`config.mk`:
```
export PLATFORM = sky130hd
export DESIGN_NAME = ysyx_23060061_lsu
export DESIGN_NICKNAME = d
export VERILOG_FILES = /design/src/rtl/ysyx_23060061_lsu_pkg.sv /design/src/rtl/ysyx_23060061_lsu_align.sv /design/src/rtl/ysyx_23060061_lsu.sv
export SDC_FILE = /design/constraint.sdc
export NUM_CORES = 1
export LEC_CHECK = 0
export CAP_MARGIN = 10
export CORE_MARGIN = 2
export CORE_UTILIZATION = 45
export DETAILED_ROUTE_END_ITERATION = 6
export PLACE_DENSITY = 0.83
export SLEW_MARGIN = 20
export SYNTH_ARGS = -nofsm -noshare
export SYNTH_HDL_FRONTEND = slang
export SYNTH_SLANG_ARGS = --single-unit
```
`constraint.sdc`:
```
create_clock -name clk -period 3 [get_ports clk]
set_clock_uncertainty 0.1 [all_clocks]
set_input_delay 0.45 -clock clk [delete_from_list [all_inputs] [get_ports clk]]
set_output_delay 0.45 -clock clk [all_outputs]
set_load 0.005 [all_outputs]
```
`src/rtl/ysyx_23060061_lsu_pkg.sv`:
```
// Shared constants for the ysyx_23060061 load/store unit:
// funct3 codes, FSM state encoding and byte-mask constants.
package ysyx_23060061_lsu_pkg;

  localparam logic [2:0] F3_B  = 3'b000;
  localparam logic [2:0] F3_H  = 3'b001;
  localparam logic [2:0] F3_W  = 3'b010;
  localparam logic [2:0] F3_BU = 3'b100;
  localparam logic [2:0] F3_HU = 3'b101;

  typedef enum logic [1:0] {
    S_IDLE     = 2'd0,
    S_MEM_REQ  = 2'd1,
    S_MEM_WAIT = 2'd2,
    S_RESP     = 2'd3
  } lsu_state_e;

  localparam logic [3:0] MASK_NONE = 4'b0000;
  localparam logic [3:0] MASK_B    = 4'b0001;
  localparam logic [3:0] MASK_H    = 4'b0011;
  localparam logic [3:0] MASK_W    = 4'b1111;

endpackage

```
`src/rtl/ysyx_23060061_lsu_align.sv`:
```
// Combinational lane alignment: store mask/data placement, load
// extraction with sign/zero extension, and access legality check.
module ysyx_23060061_lsu_align
  import ysyx_23060061_lsu_pkg::*;
(
  input  logic [2:0]  funct3,
  input  logic [1:0]  off,
  input  logic        wen,
  input  logic [31:0] wdata,
  input  logic [31:0] rdata,
  output logic [3:0]  st_mask,
  output logic [31:0] st_data,
  output logic [31:0] ld_data,
  output logic        bad
);

  logic [31:0] sh;

  assign sh = rdata >> {off, 3'b000};

  always_comb begin
    st_mask = MASK_NONE;
    st_data = wdata;
    unique case (funct3)
      F3_B: begin
        st_mask = MASK_B << off;
        st_data = {4{wdata[7:0]}};
      end
      F3_H: begin
        st_mask = MASK_H << off;
        st_data = {2{wdata[15:0]}};
      end
      F3_W: begin
        st_mask = MASK_W;
        st_data = wdata;
      end
      default: begin
        st_mask = MASK_NONE;
        st_data = wdata;
      end
    endcase
  end

  always_comb begin
    ld_data = sh;
    unique case (funct3)
      F3_B:    ld_data = {{24{sh[7]}}, sh[7:0]};
      F3_H:    ld_data = {{16{sh[15]}}, sh[15:0]};
      F3_BU:   ld_data = {24'h0, sh[7:0]};
      F3_HU:   ld_data = {16'h0, sh[15:0]};
      default: ld_data = sh;
    endcase
  end

  // unsigned variants have no store form
  always_comb begin
    bad = 1'b0;
    unique case (funct3)
      F3_B:    bad = 1'b0;
      F3_H:    bad = off[0];
      F3_W:    bad = |off;
      F3_BU:   bad = wen;
      F3_HU:   bad = wen | off[0];
      default: bad = 1'b1;
    endcase
  end

endmodule

```
`src/rtl/ysyx_23060061_lsu.sv`:
```
// Load/store unit between execute and the word-addressed data SRAM bus;
// one transaction at a time with request/response handshakes and timeout.
module ysyx_23060061_lsu
  import ysyx_23060061_lsu_pkg::*;
#(
  parameter int unsigned TIMEOUT_CYCLES = 255,
  parameter int unsigned ADDR_W         = 32
) (
  input  logic              clk,
  input  logic              rst,
  input  logic              req_valid,
  output logic              req_ready,
  input  logic              req_wen,
  input  logic [ADDR_W-1:0] req_addr,
  input  logic [31:0]       req_wdata,
  input  logic [2:0]        req_funct3,
  output logic              resp_valid,
  input  logic              resp_ready,
  output logic [31:0]       resp_rdata,
  output logic              resp_err,
  output logic              mem_valid,
  input  logic              mem_ready,
  output logic              mem_wen,
  output logic [ADDR_W-1:0] mem_addr,
  output logic [31:0]       mem_wdata,
  output logic [3:0]        mem_wmask,
  input  logic              mem_rvalid,
  input  logic [31:0]       mem_rdata
);

  localparam int CNT_W =
    (TIMEOUT_CYCLES > 1) ? $clog2(TIMEOUT_CYCLES) : 1;

  lsu_state_e        state_q, state_d;
  logic              wen_q;
  logic [ADDR_W-1:0] addr_q;
  logic [31:0]       wdata_q;
  logic [2:0]        f3_q;
  logic [31:0]       rdata_q;
  logic              err_q;
  logic [CNT_W-1:0]  cnt_q;

  logic        idle;
  logic        tmo;
  logic        set_resp;
  logic        err_d;
  logic [31:0] rdata_d;

  logic [2:0]  a_f3;
  logic [1:0]  a_off;
  logic        a_wen;
  logic [3:0]  st_mask;
  logic [31:0] st_data;
  logic [31:0] ld_data;
  logic        bad;

  assign idle = (state_q == S_IDLE);

  // legality is judged on the live request while idle
  assign a_f3  = idle ? req_funct3    : f3_q;
  assign a_off = idle ? req_addr[1:0] : addr_q[1:0];
  assign a_wen = idle ? req_wen       : wen_q;

  ysyx_23060061_lsu_align u_align (
    .funct3  (a_f3),
    .off     (a_off),
    .wen     (a_wen),
    .wdata   (wdata_q),
    .rdata   (mem_rdata),
    .st_mask (st_mask),
    .st_data (st_data),
    .ld_data (ld_data),
    .bad     (bad)
  );

  assign tmo = (TIMEOUT_CYCLES != 0) &&
               (cnt_q == CNT_W'(TIMEOUT_CYCLES - 1));

  always_comb begin
    state_d  = state_q;
    set_resp = 1'b0;
    err_d    = 1'b0;
    rdata_d  = '0;
    unique case (state_q)
      S_IDLE: begin
        if (req_valid) begin
          if (bad) begin
            state_d  = S_RESP;
            set_resp = 1'b1;
            err_d    = 1'b1;
          end else begin
            state_d = S_MEM_REQ;
          end
        end
      end
      S_MEM_REQ: begin
        if (mem_ready && mem_rvalid) begin
          state_d  = S_RESP;
          set_resp = 1'b1;
          rdata_d  = wen_q ? '0 : ld_data;
        end else if (tmo) begin
          state_d  = S_RESP;
          set_resp = 1'b1;
          err_d    = 1'b1;
        end else if (mem_ready) begin
          state_d = S_MEM_WAIT;
        end
      end
      S_MEM_WAIT: begin
        if (mem_rvalid) begin
          state_d  = S_RESP;
          set_resp = 1'b1;
          rdata_d  = wen_q ? '0 : ld_data;
        end else if (tmo) begin
          state_d  = S_RESP;
          set_resp = 1'b1;
          err_d    = 1'b1;
        end
      end
      S_RESP: begin
        if (resp_ready) state_d = S_IDLE;
      end
      default: state_d = S_IDLE;
    endcase
  end

  always_ff @(posedge clk) begin
    if (rst) begin
      state_q <= S_IDLE;
      wen_q   <= 1'b0;
      addr_q  <= '0;
      wdata_q <= '0;
      f3_q    <= '0;
      rdata_q <= '0;
      err_q   <= 1'b0;
      cnt_q   <= '0;
    end else begin
      state_q <= state_d;
      if (idle && req_valid) begin
        wen_q   <= req_wen;
        addr_q  <= req_addr;
        wdata_q <= req_wdata;
        f3_q    <= req_funct3;
      end
      if (set_resp) begin
        rdata_q <= rdata_d;
        err_q   <= err_d;
      end
      if (idle && state_d == S_MEM_REQ) begin
        cnt_q <= '0;
      end else if (state_q == S_MEM_REQ ||
                   state_q == S_MEM_WAIT) begin
        cnt_q <= cnt_q + CNT_W'(1);
      end
    end
  end

  assign req_ready  = idle;
  assign resp_valid = (state_q == S_RESP);
  assign resp_rdata = rdata_q;
  assign resp_err   = err_q;
  assign mem_valid  = (state_q == S_MEM_REQ);
  assign mem_wen    = wen_q;
  assign mem_addr   = {addr_q[ADDR_W-1:2], 2'b00};
  assign mem_wdata  = st_data;
  assign mem_wmask  = (mem_valid && wen_q) ? st_mask : MASK_NONE;

endmodule

```
* Yosys cells after proc, flatten, opt, wreduce, memory -nomap -nowiden
Cells that the tools add are included.
** Word-level totals
- Bits of input ports :: 106
- Output and inout bits :: 105
- Flip-flop bits (word level) :: 111
- Logic and storage cells :: 61
** Cells by class
- Shift-type cells :: 3
- Equal/unequal tests :: 9
- Add/subtract/negate cells :: 1
- Mux-type cells :: 30
- Reductions and logical operators :: 9
- Bitwise gates (word level) :: 1
** Operators by type and width (count)
- $pmux 32 s2 :: 2
- $pmux 32 s4 :: 1
- $mux 32 :: 3
- $shr 32x5->32 :: 1
- $mux 2 :: 9
- $pmux 4 s3 :: 1
- $add 8x1->8 const B :: 1
- $eq 8x8->1 const B :: 1
- $mux 1 :: 8
- $pmux 2 s4 :: 1
- $eq 3x3->1 const B :: 2
- $pmux 1 s3 :: 2
- $pmux 1 s5 :: 1
- $eq 2x1->1 const B :: 2
- $eq 2x2->1 const B :: 2
- $logic_and 1x1->1 :: 4
- $mux 4 :: 1
- $reduce_or 2->1 :: 2
- $shl 1x2->4 const A :: 1
- $shl 2x2->4 const A :: 1
- $eq 3x1->1 const B :: 1
- $eq 3x2->1 const B :: 1
- $logic_not 3->1 :: 1
- $mux 3 :: 1
- 3 further kinds :: 3

* Longest topological paths before layout
- Depth in word-level cells :: 10
- Depth in mapped cells :: 10
- Gate-level depth less buffers :: 7

* Cells and area by module
From an unflattened synthesis, not the netlist that was laid out.
** Second synthesis, totals
- Cell total of the unflattened synthesis :: 743
- Area, all modules :: 5865.6 um^2
** Modules (own cells, without submodules)
- ysyx_23060061_lsu :: instances 1, sequential area each 2222.1 um^2, cells an instance 564, area each 4624.4 um^2
- ysyx_23060061_lsu_align :: instances 1, sequential area each 0.0 um^2, cells an instance 179, area each 1241.2 um^2

* Least setup slack after synthesis
No wires, ideal clock.
- Kind :: reg2out
- Start point :: reg state_q[0]
- End point :: out mem_wdata[21]
- Setup slack :: 0.388 ns
- Stages on the path, launching flop included :: 8
- Data arrival time :: 2.062 ns
- Path buffers :: 2
- Required time :: 2.450 ns
- Cell sequence :: dfxtp_1 -> inv_1 -> ha_1 -> buf_2 -> nor3b_1 -> nor2_1 -> clkbuf_1 -> mux2_1
** On the way
- Word-level cells in the longest chain between the ends :: 4
- Elaborated cells between the ends (all ways) :: 5
- Classes of those cells :: eq/ne (1); mux (2); reduce/logical (2)
** RTL lines
- start: declaration :: RTL line ysyx_23060061_lsu.sv:34 : lsu_state_e state_q, state_d;
- start signal: assignment :: RTL line ysyx_23060061_lsu.sv:138 : state_q <= state_d;
- $logic_not 2->1 (*) :: RTL line ysyx_23060061_lsu.sv:57 : assign idle = (state_q == S_IDLE);
- net req_ready :: RTL line ysyx_23060061_lsu.sv:12 : output logic req_ready,
- $mux 3 (*) :: RTL line ysyx_23060061_lsu.sv:60 : assign a_f3 = idle ? req_funct3 : f3_q;
- $eq 3x1->1 or $logic_not 3->1 (tied branches) :: RTL line ysyx_23060061_lsu_align.sv:24 : unique case (funct3)
- $pmux 32 s2 (*) :: RTL line ysyx_23060061_lsu_align.sv:24
- end: declaration :: RTL line ysyx_23060061_lsu.sv:25 : output logic [31:0] mem_wdata,
The timed path passes the listed nets; every way through them passes the cells marked *.

* Worst setup path after layout
- Start point :: in req_funct3[1]
- End point :: out mem_wdata[15]
** On the way
- Word-level cells in the longest chain between the ends :: 3
- Elaborated cells between the ends (all ways) :: 4
- Classes of those cells :: eq/ne (1); mux (2); reduce/logical (1)
** RTL lines
- start: declaration :: RTL line ysyx_23060061_lsu.sv:16 : input logic [2:0] req_funct3,
- $mux 3 (*) :: RTL line ysyx_23060061_lsu.sv:60
- $eq 3x1->1 or $logic_not 3->1 (tied branches) :: RTL line ysyx_23060061_lsu_align.sv:24
- $pmux 32 s2 (*) :: RTL line ysyx_23060061_lsu_align.sv:24
Every way passes the cells marked *; elsewhere a longest branch is shown, timed or not.

==> key figures <==
Cells and area
  • Commonest non-fill, non-tap cell in the layout: nand2_1
  • Fill count: 1002
  • Most frequent cells in the layout: nand2_1 (203), clkdlybuf4s50_1 (191), dfxtp_1 (109), a21oi_1 (76), buf_4 (25)
  • Final std cells w/o fill: 1035
  • N_diodes: 0
  • Layout cells sized above 1: between 10% and 20%
  • Cell area after layout: between 0.008 and 0.009 mm^2
  • Nets: around 980
  • Area Growth Syn to Fin: 46.78%

Timing
  • Worst Tran Pin Value: 0.7967 ns
  • Max Freq: around 340 MHz
  • Fin crit period: 2.969 ns
  • Fin. max-slew vios: 0
  • Final setup TNS: 0 ns
  • Relative slew slack: between 40% and 50%
  • Endpoints failing setup: 0
  • RSZ-0062 raised after global routing: yes
  • Final hold violations: 0
  • Final Cycle Share: a little over nine tenths

Worst hold path
  • Hold path start: addr_q[7]$_SDFFE_PP0P_
  • Min-delay worst type: reg2reg

Pwr
  • PwrDens: 800.3 mW/mm^2
  • VDD IR max: 514.0 uV
  • Leakage Power: 3.416 nW

Place
  • Post-DP HPWL: 11.99 mm
  • Dpl cell area: around 0.0077 mm^2
  • Placed Cells incl. Taps: 1014
  • Placer Congestion: slightly below 0.9
  • Number of port buffers: 208

Route
  • Routed length per instance: ~16 um
  • TritonRoute pass-1 iters: 5
  • # DRC: 0
  • Final antenna-violating net count: 0
  • Total wire length: 16.92 mm
  • DR iter-0 viols: between 400 and 500
  • Vias post-DR: between 5000 and 6000
  • Avg Vias per Cell: ~5.2

Setup path
  • FF-to-FF Start: state_q[1]$_SDFF_PP0_
  • Critical Path Fanout Max: 3
  • Endpoint class of the critical path: output port
  • Critical path arrival: about 2.4 ns
  • Worst Setup Path Type: in2out
  • Worst EP required: roughly 2.5 ns
  • Crit. Startpoint: req_funct3[1]
  • CP startpoint kind: primary input

CTS
  • H-tree levels: 3
  • Worst-Skew Late Latency: 0.35 ns
  • Clock sink total: 111
  • Clock Tree Buf Depth: 2
  • CTS tree: built
  • Root Buffer: clkbuf_16
  • Worst-path clk slew: roughly 0.070 ns
  • Hold bufs inserted after CTS: 0
  • Inserted Clock Buffers: 9

Die
  • Rows: 40
  • Starting density of the core: 46.17%
  • Die W: 115.2 um
  • Die extent in y: 115.2 um
  • Core Footprint: 0.01206 mm^2
  • IO Pins: 211
  • Die ar.: 0.01328 mm^2

Global route
  • Largest net degree at the start of global routing: 74
  • First-pass GRT wire length: 25.92 mm
  • Initial antenna violation count: 0
  • Gr ovfl total: 0
  • Vias in the first global route: 5075
  • GR Util All Layers: 24.84%

Synth
  • Sequential fraction of the synthesis area: approximately two fifths
  • Post-synth EDFFs: 0
  • Async S/R FF share, synth: 0%
  • Synth Cell Area: 0.005569 mm^2
  • Synth warn: 0
  • Cells after synthesis: 692
  • Synth Flop Type: dfxtp_1
  • Mean post-synth cell area: 8.048 um^2
  • Register bit total from synthesis: 111
  • Synth cell types: 57

Status
  • Status: finished clean

Run
  • Maxcap violations: 0
metal layers:
layer | share of wire [%] | wire length (um) | vias up | track usage [%]
li1 | - | - | 2677 | -
met1 | 42 | 7163 | 2461 | 30.54
met2 | 46 | 7727 | 253 | 39.96
met3 | 10 | 1762 | 20 | 10.70
met4 | 1.6 | 270 | 0 | 6.747
met5 | 0 | 0 | - | 0
Yosys cell counts, drive strengths merged (2+ instances only):
cell type	n	area, um^2
o31ai	2	15.01
nand2b	6	37.54
xor2	5	43.79
o211ai	3	22.52
a221oi	7	61.31
a21oi	77	389.1
a32o	9	90.09
o21ai	22	110.1
nor3b	2	15.01
ha	7	87.58
or4	2	18.77
a21o	5	37.54
a211oi	3	22.52
a311oi	2	17.52
nor2	23	86.33
mux2i	27	274.0
o22ai	2	12.51
buf	56	377.9
o2bb2ai	8	70.07
nand4	4	25.02
nand3	2	10.01
xnor2	2	17.52
dfxtp	111	2222
and2	3	18.77
nand2	205	777.0
nor3	6	35.03
a32oi	2	25.03
clkbuf	27	101.4
inv	9	33.78
or2	2	12.52
a22o	18	157.7
and4	2	17.52
mux2	19	214.0
power breakdown:
part / leakage, nW / switching (mW) / internal, mW
Combinational: 2.35 / 1.67 / 1.67
Sequential: 0.905 / 0.177 / 1.71
Clock: 0.161 / 0.561 / 0.761
layout make-up:
class	count	area (um^2)	share of cell area, %
multi-input cells	490	2912	35.62
repair buffers	241	2457	30.06
flip-flops and latches	111	2225	27.22
clock inverters	6	92.59	1.133
inverters	9	38.79	0.4745
well taps	168	210.2	2.572
clock buffers	10	239.0	2.924
stage by stage:
step	hold slack [ns]	util [%]	setup slack (ns)	power (mW)
finish	0.3537	67.77	0.03130	6.542
global route	0.3748	67.77	-0.06382	6.950
CTS	0.3559	66.52	0.0007625	6.385
detailed placement	0.3457	63.46	-0.01050	5.002
global placement	0.3406	63.46	0.001990	4.952
floorplan	0.3329	-	0.3876	3.777
repair_timing:
item / in CTS / in global routing
setup endpoints to repair: 28 / 25
setup buffers: 1 / 2
gates cloned: 0 / 2
gates resized for setup: 7 / 27
pin swaps: 1 / 4
logic make-up (layout without fill, tap and decap cells):
group                    after synthesis  in the layout  synth area share [%]
AND/OR/NAND/NOR                      261            261                 19.50
AO/OA/AOI/OAI                        167            167                 19.88
flip-flops                           111            111                 39.90
buffers and inverters                 92            266                 9.212
multiplexers                          46             46                 8.762
adder cells (fa/ha/maj)                7              7                 1.573
XOR/XNOR                               7              7                 1.101
other                                  1              2               0.06734
worst max-delay path, stage by stage:
cell	delay, ns
clkdlybuf4s50_1	0.45
or4b_4	0.61
and2_4	0.18
mux2_2	0.23
clkdlybuf4s50_1	0.50
registers in the layout (all words and copies together), names as in the netlist:
name	cells
state_q	2
mem_wen	1
f3_q	3
resp_rdata	32
wdata_q	32
cnt_q	8
addr_q	32
resp_err	1
final timing paths:
| kind | endpoint | slack (ns) | cells past startpoint |
|---|---|---|---|
| setup reg to reg | resp_rdata[8]$_SDFFE_PP0P_ | 0.44 | 8 |
| hold / removal | addr_q[7]$_SDFFE_PP0P_ | 0.35 | 2 |
| hold reg to reg | addr_q[7]$_SDFFE_PP0P_ | 0.35 | 2 |
| setup / recovery | mem_wdata[15] | 0.03 | 5 |
No activity file was read; power rests on OpenSTA's default activity.
